File: src/rtl/usb_rx_hex_decoder.sv
// Decodes host-typed two-hex-digit lines from the usb_serial rx stream onto led and answers OK or ER lines on tx.
// Optional echo of consumed bytes: define USB_RX_HEX_DECODER_ECHO_EN.
`timescale 1ns/1ps

module usb_rx_hex_decoder #(
    parameter int unsigned TIMEOUT_CYCLES = 48000000
) (
    input  logic       clk48mhz,
    input  logic       rst,
    input  logic       rx_tvalid,
    output logic       rx_tready,
    input  logic [7:0] rx_tdata,
    output logic       tx_tvalid,
    input  logic       tx_tready,
    output logic [7:0] tx_tdata,
    output logic [7:0] led,
    output logic       line_err
);

    localparam int unsigned TW = (TIMEOUT_CYCLES == 0) ? 1 : $clog2(TIMEOUT_CYCLES + 1);
    localparam logic [TW-1:0] TMO_LAST = TW'((TIMEOUT_CYCLES == 0) ? 0 : TIMEOUT_CYCLES - 1);

    localparam logic [7:0] ASCII_CR = 8'h0D;
    localparam logic [7:0] ASCII_LF = 8'h0A;

    typedef enum logic [1:0] {
        COLLECT,
        RESP
`ifdef USB_RX_HEX_DECODER_ECHO_EN
        , ECHO
`endif
    } state_t;

    state_t        state_q, state_d;
    logic [1:0]    idx_q, idx_d;
    logic          rerr_q, rerr_d;
    logic [1:0]    cnt_q, cnt_d;
    logic          err_q, err_d;
    logic [7:0]    acc_q, acc_d;
    logic [TW-1:0] tmo_q, tmo_d;
    logic [7:0]    led_d;
    logic          line_err_d;
    logic [7:0]    tx_tdata_d;
    logic          tx_tvalid_d;
    logic          rx_tready_d;
    logic          rx_hs, tx_hs;
    logic [4:0]    nib;

    // {is_hex, nibble}
    function automatic logic [4:0] hex_nib(input logic [7:0] b);
        if (b >= 8'h30 && b <= 8'h39) return {1'b1, 4'(b - 8'h30)};
        if (b >= 8'h41 && b <= 8'h46) return {1'b1, 4'(b - 8'h37)};
        if (b >= 8'h61 && b <= 8'h66) return {1'b1, 4'(b - 8'h57)};
        return 5'b0_0000;
    endfunction

    function automatic logic [7:0] resp_byte(input logic is_err, input logic [1:0] idx);
        case (idx)
            2'd0:    return is_err ? 8'h45 : 8'h4F;
            2'd1:    return is_err ? 8'h52 : 8'h4B;
            default: return ASCII_LF;
        endcase
    endfunction

    always_ff @(posedge clk48mhz or posedge rst) begin
        if (rst) begin
            state_q   <= COLLECT;
            idx_q     <= 2'd0;
            rerr_q    <= 1'b0;
            cnt_q     <= 2'd0;
            err_q     <= 1'b0;
            acc_q     <= 8'h00;
            tmo_q     <= '0;
            led       <= 8'h00;
            line_err  <= 1'b0;
            tx_tdata  <= 8'h00;
            tx_tvalid <= 1'b0;
            rx_tready <= 1'b0;
        end else begin
            state_q   <= state_d;
            idx_q     <= idx_d;
            rerr_q    <= rerr_d;
            cnt_q     <= cnt_d;
            err_q     <= err_d;
            acc_q     <= acc_d;
            tmo_q     <= tmo_d;
            led       <= led_d;
            line_err  <= line_err_d;
            tx_tdata  <= tx_tdata_d;
            tx_tvalid <= tx_tvalid_d;
            rx_tready <= rx_tready_d;
        end
    end

    always_comb begin
        state_d    = state_q;
        idx_d      = idx_q;
        rerr_d     = rerr_q;
        cnt_d      = cnt_q;
        err_d      = err_q;
        acc_d      = acc_q;
        tmo_d      = tmo_q;
        led_d      = led;
        line_err_d = 1'b0;
        tx_tdata_d = tx_tdata;
        rx_hs      = rx_tvalid && rx_tready;
        tx_hs      = tx_tvalid && tx_tready;
        nib        = hex_nib(rx_tdata);

        case (state_q)
            COLLECT: begin
                if (rx_hs) begin
                    tmo_d = '0;
                    if (nib[4]) begin
                        acc_d = {acc_q[3:0], nib[3:0]};
                        if (cnt_q != 2'd3) cnt_d = cnt_q + 2'd1;
`ifdef USB_RX_HEX_DECODER_ECHO_EN
                        state_d    = ECHO;
                        tx_tdata_d = rx_tdata;
`endif
                    end else if (rx_tdata == ASCII_LF) begin
                        cnt_d = 2'd0;
                        err_d = 1'b0;
                        acc_d = 8'h00;
                        idx_d = 2'd0;
                        if (cnt_q == 2'd2 && !err_q) begin
                            led_d      = acc_q;
                            state_d    = RESP;
                            rerr_d     = 1'b0;
                            tx_tdata_d = resp_byte(1'b0, 2'd0);
                        end else if (cnt_q != 2'd0 || err_q) begin
                            state_d    = RESP;
                            rerr_d     = 1'b1;
                            line_err_d = 1'b1;
                            tx_tdata_d = resp_byte(1'b1, 2'd0);
                        end
                    end else if (rx_tdata != ASCII_CR) begin
                        err_d = 1'b1;
`ifdef USB_RX_HEX_DECODER_ECHO_EN
                        state_d    = ECHO;
                        tx_tdata_d = rx_tdata;
`endif
                    end
                end else if ((cnt_q != 2'd0 || err_q) && TIMEOUT_CYCLES != 0) begin
                    // Stale partial line is dropped silently at terminal count
                    if (tmo_q == TMO_LAST) begin
                        cnt_d = 2'd0;
                        err_d = 1'b0;
                        acc_d = 8'h00;
                        tmo_d = '0;
                    end else begin
                        tmo_d = tmo_q + TW'(1);
                    end
                end else begin
                    tmo_d = '0;
                end
            end
            RESP: begin
                if (tx_hs) begin
                    if (idx_q == 2'd2) begin
                        state_d = COLLECT;
                    end else begin
                        idx_d      = idx_q + 2'd1;
                        tx_tdata_d = resp_byte(rerr_q, idx_q + 2'd1);
                    end
                end
            end
`ifdef USB_RX_HEX_DECODER_ECHO_EN
            ECHO: begin
                if (tx_hs) state_d = COLLECT;
            end
`endif
            default: state_d = COLLECT;
        endcase

        tx_tvalid_d = (state_d != COLLECT);
        rx_tready_d = (state_d == COLLECT);
    end

endmodule

File: config.mk
export PLATFORM = sky130hd
export DESIGN_NAME = usb_rx_hex_decoder
export DESIGN_NICKNAME = d
export VERILOG_FILES = /design/src/rtl/usb_rx_hex_decoder.sv
export SDC_FILE = /design/constraint.sdc
export NUM_CORES = 1
export LEC_CHECK = 0
export ABC_AREA = 1
export CORE_MARGIN = 5
export CORE_UTILIZATION = 30
export DETAILED_ROUTE_END_ITERATION = 8
export GPL_TIMING_DRIVEN = 0
export SETUP_SLACK_MARGIN = 0.4
export SYNTH_ARGS = -nofsm -noshare
export SYNTH_HDL_FRONTEND = slang
export SYNTH_SLANG_ARGS = --single-unit
File: constraint.sdc
create_clock -name clk48mhz -period 2.35 [get_ports clk48mhz]
set_input_delay 0.47 -clock clk48mhz [delete_from_list [all_inputs] [get_ports clk48mhz]]
set_output_delay 0.47 -clock clk48mhz [all_outputs]
set_load 0.02 [all_outputs]
## Word level (Yosys, flattened, before mapping)

Index checks and enable logic that the tools add are counted.

- Add/sub/neg operators: 6
- Multipliers: 0
- Divide/modulo/power cells: 0
- Order comparisons: 6
- Equal/unequal tests: 18
- Shifts and indexed selects: 0
- Mux-type cells: 64
- Bitwise operators: 1
- Reductions and logical operators: 24

Operators with widths:

| operator | count |
|---|---|
| two-way mux 8 bit | 12 |
| two-way mux 26 bit | 3 |
| two-way mux 5 bit | 7 |
| two-way mux 2 bit | 17 |
| adder 26 x 1 -> 26 bit, second input constant | 1 |
| == test 26 bit, second input constant | 1 |
| two-way mux 1 bit | 20 |
| AND reduction 5 bit | 4 |
| >= comparator 8 x 7 -> 1 bit, second input constant | 2 |
| less-or-equal comparator 8 x 7 -> 1 bit, second input constant | 2 |
| case mux 8 bit (2 select lines) | 1 |
| inequality test 2 bit, second input constant | 7 |
| case mux 7 bit (2 select lines) | 1 |
| nonzero test 2 bit | 6 |
| == test 8 x 4 -> 1 bit, second input constant | 1 |
| >= comparator 8 x 6 -> 1 bit, second input constant | 1 |
| less-or-equal comparator 8 x 6 -> 1 bit, second input constant | 1 |
| inequality test 8 x 4 -> 1 bit, second input constant | 1 |
| case mux 2 bit (2 select lines) | 2 |
| subtractor 4 x 3 -> 4 bit, second input constant | 2 |
| AND reduction 7 bit | 1 |
| logical AND 1 bit | 6 |
| logical NOT 2 bit | 3 |
| inequality test 3 x 1 -> 1 bit, second input constant | 2 |
| 12 further kinds | 15 |

- Register bits after elaboration: 61
- Bits in latches: 0
- Memory bits (writable): 0
- ROM bits: 0
- Input port bits: 12
- Output and inout bits: 19
- Logic and storage cells: 131
- Memories: 0

## Logic depth before layout (Yosys ltp)

- Depth after elaboration: 13
- Mapped depth: 12
- Gate-level depth less buffers: 11

## Worst setup path before layout

Ideal clock, no wire load.

- Path type: input -> register
- Start point: input rx_tdata[0]
- End point: register led[0]
- Setup time: 0.117 ns
- Arrival time: 1.597 ns
- Data required time: 2.233 ns
- Setup slack: 0.636 ns
- Cell stages on the path: 10
- Buffers on the path: 0
- Cell sequence: inv_1 -> ha_1 -> nor2_1 -> nand2_1 -> nand3_2 -> nand2_2 -> nor2_2 -> nand2_2 -> nand2_1 -> nand2_1

- Word-level cells in the longest chain between the ends: 10
- Elaborated cells on any way between the ends: 23
- Those cells by class: 6 x order compare; 1 x eq/ne; 11 x mux; 1 x bitwise; 4 x reduce/logical

RTL lines:

| item | RTL line | text |
|---|---|---|
| from (decl) | 12 | `input logic [7:0] rx_tdata,` |
| >= comparator 8 x 7 -> 1 bit or less-or-equal comparator 8 x 7 -> 1 bit (tied branches) | 53 | `if (b >= 8'h61 && b <= 8'h66) return {1'b1, 4'(b - 8'h57)};` |
| logical AND 1 bit | 53 |  |
| two-way mux 1 bit (2 in series) | 53 |  |
| two-way mux 1 bit | 52 | `if (b >= 8'h41 && b <= 8'h46) return {1'b1, 4'(b - 8'h37)};` |
| two-way mux 5 bit | 54 | `return 5'b0_0000;` |
| two-way mux 5 bit | 53 |  |
| two-way mux 5 bit | 52 |  |
| inverter 1 bit (no line) | - |  |
| AND reduction 5 bit (no line) * | - |  |
| to (signal assigned) | 87 | `led <= led_d;` |
| to (decl) | 16 | `output logic [7:0] led,` |

Mark *: on every way between the ends. The rest lies on a longest branch, timed or not. The select of a mux whose other input is x is not followed.
A chain may end at the register's enable or synchronous reset.

## Worst setup path after layout

- Start point: register rx_tready
- End point: output rx_tready

RTL lines:

| item | RTL line | text |
|---|---|---|
| from (decl) | 11 | `output logic rx_tready,` |
| from (signal assigned) | 91 | `rx_tready <= rx_tready_d;` |

No word-level cell between the ends.

==> key figures <==
Detailed routing
  – ANT nets after route: 0
  – WL final: 8.05 mm
  – Via density: 4.54
  – Iteration-0 DRC Markers: 172
  – Vias: 3092
  – DR DRC count: 0
  – Wire length per cell: 11.8 µm
  – Initial DRT Pass Iterations: 4

Worst setup path
  – Crit-path leading delay family: buffers and inverters
  – Delay of the slowest critical-path stage: 0.62 ns
  – Setup crit start kind: flop
  – Number of buffers and inverters on the critical path: 1
  – Worst Path Max Fanout: 2
  – FF-to-FF Start: cnt_q[0]
  – Slowest cell on crit path: clkdlybuf4s50_1
  – Critical Path RT: 1.88 ns
  – Reg-to-Reg End: led[4]
  – Worst EP arrival: 1.35 ns
  – Crit path kind: reg2out
  – FF-to-FF setup slack: 0.57 ns
  – Reg2Reg Depth: 9
  – Crit-path cells: clkdlybuf4s50_1
  – CP endpoint kind: output port

Clock tree
  – CTS Buf Count: 9
  – Clock latency on the worst-skew pair: 0.33 ns
  – Clock Path Buffers: 2
  – H-tree depth: 3
  – CTS root buffer: clkbuf_16
  – CTS tree: built
  – Hold-fix buffers, CTS: 0
  – Clock sinks: 59
  – Clk pin slew, worst setup/hold paths: 0.05 ns

Global routing
  – Antenna violations before repair: 0
  – Overall routing resource usage: 12.1%
  – Global-route wire length before repair: 14.2 mm
  – Met2 usage: 19.4%
  – Global Route met1 Usage: 15.6%
  – GR met3 Demand/Resource: 2.45%
  – Grt total ovfl: 0
  – Pin count of the biggest net entering global routing: 34
  – Vias in the first global route: 3105
  – Top Usage Layer GRT: met2

Timing
  – Final period util: 77.3%
  – Tightest Pin Transition: 0.595 ns
  – Final Hold Vio Count: 0
  – Slew Viols, Final: 0
  – Tmin final: 1.82 ns
  – Max frequency: 550 MHz
  – Unrepaired setup endpoints after global routing: false
  – Max Clock Skew: 0.00842 ns
  – Setup TNS: 0 ns
  – Hold WS: 0.471 ns
  – Endpoints failing setup: 0
  – Slew HR: 60.3%

Yosys
  – Post-synthesis register bit count: 59
  – Warnings, synthesis: 0
  – Syn_area_per_cell: 7.59 µm²
  – Commonest cells post-synth: nand2_1, nor2_1, inv_1
  – Top-count cell post-synth: nand2_1
  – Most used DFF post-synth: dfrtp_1
  – Cells after synthesis: 477
  – Post-Syn Area: 3620 µm²
  – Post-synth EDFFs: 0
  – Async set-reset flop share out of synthesis: 100%
  – Leading area contributor after synthesis: dfrtp_1
  – Register area share after synthesis: 40.8%
  – Synth area leaders: dfrtp_1, nand2_1, nor2_1, inv_1, nand3_1
  – Synth top area share: 40.8%
  – Cell variety after synth: 36

Pwr
  – Lkg Pwr: 2.16 nW
  – VDD IR max: 0.322 mV
  – PwrDens: 583 nW/µm²

Layout
  – Area Growth Syn to Fin: 24.8%
  – Final Instance Area: 4520 µm²
  – Share of cells above drive strength 1: 16.3%
  – N_diodes: 0
  – Layout Utilization: 37.9%
  – Fin cells: 681
  – Total Nets Final: 553

Floorplanning
  – DIE AREA: 14400 µm²
  – Die height: 120 µm
  – Die Width: 120 µm
  – CORE AREA: 11900 µm²
  – Starting Density: 30.4%
  – # rows: 40
  – I/O pins: 31

Place
  – DP Area: 4110 µm²
  – Placed cell count: 655
  – Post-DP HPWL: 6.00 mm
  – RePlAce Congestion: 0.822
  – I/O Buffers: 28

Job
  – Max cap viols: 0

Min path
  – Worst hold stages: 2
  – WHS Endpoint: led[1]
  – HP Start: led[1]
  – Hold crit path type: reg2reg

Status
  – Status: complete, no violations
==> final cells by class <==
type,instances,area (µm²)
Multi-Input combinational cell,342,1840
Buffer,9,75.1
Inverter,69,264
Sequential cell,59,1480
Clock inverter,1,30.0
Tap cell,147,184
Timing Repair Buffer,39,374
Fill cell,1268,7390
Clock buffer,15,278
==> where the power goes <==
group | switching [mW] | internal [mW] | leakage [nW]
combinational | 0.147 | 0.0896 | 1.20
sequential | 0.0162 | 1.04 | 0.806
clock | 0.437 | 0.907 | 0.150
==> kinds of logic after synthesis <==
group | count (synthesis) | synth area share (%)
adder cells (fa/ha/maj) | 12 | 4.14
other | 1 | 0.104
XOR/XNOR | 12 | 2.90
AND/OR/NAND/NOR | 276 | 35.5
buffers and inverters | 78 | 9.26
AO/OA/AOI/OAI | 39 | 7.32
flip-flops | 59 | 40.8
==> what timing repair did <==
item	in CTS	in global routing
resized for setup	5	5
endpoints found under the setup margin	27	30
pin swaps	3	3
hold endpoints to repair	0	0
buffers inserted	3	7
==> sequential cells by signal, indices dropped and copies added (netlist names) <==
name and cells:
rerr_q 1, acc_q 8, cnt_q 2, idx_q 2, tx_tvalid 1, rx_tready 1
err_q 1, tmo_q 26, state_q 2, tx_tdata 6, led 8, line_err 1
==> placed cells by master, fill, tap and decap left out, types with 2 or more instances in the layout <==
cell type,synthesis,routed
nand2_2,10,12
buf_4,3,12
o211ai_1,2,2
a21oi_1,10,10
ha_1,12,12
inv_1,62,60
inv_2,5,7
o21ai_2,11,11
clkdlybuf4s50_1,0,26
xor2_1,8,8
nand3_1,41,41
nor3_2,4,4
nand2_1,127,125
nor2_2,4,4
o21ai_0,9,9
o21ai_1,2,2
nor2_4,2,3
nor2_1,63,62
nand3_2,4,3
clkbuf_8,0,3
xnor2_1,4,4
buf_6,3,4
clkbuf_1,0,3
nand3_4,1,2
buf_2,3,3
dfrtp_1,59,59
nand4_1,10,10
nor3_1,4,4
clkbuf_16,0,9
inv_4,2,2
conb_1,1,3
nand2_4,3,3
==> worst max path at each step <==
stage | from | end | slack, ns | depth (start not counted)
2_1_floorplan | rst | acc_q[0] | 0.42 | 1
3_3_place_gp | rst | acc_q[1] | -0.69 | 2
3_5_place_dp | rx_tdata[0] | led[1] | -0.22 | 11
4_1_cts | rx_tvalid | tx_tdata[0] | 0.41 | 9
5_1_grt | rx_tdata[6] | led[0] | 0.39 | 9
6_report | rx_tready | rx_tready | 0.53 | 1
==> metal layers <==
layer,part of all wire (%),vias up
li1,-,1597
met1,48,1424
met2,46,60
met3,3.4,11
met4,2.1,0
met5,0,-
==> metrics by stage <==
| stage | power, mW | setup slack [ns] |
|---|---|---|
| 4_1_cts | 2.66 | 0.410 |
| 5_1_grt | 2.73 | 0.393 |
| 3_5_place_dp | 1.30 | -0.220 |
| 6_report | 2.63 | 0.533 |
| 2_1_floorplan | 1.21 | 0.424 |
| 3_3_place_gp | 1.29 | -0.691 |
Power figures use the tool's default switching activity.
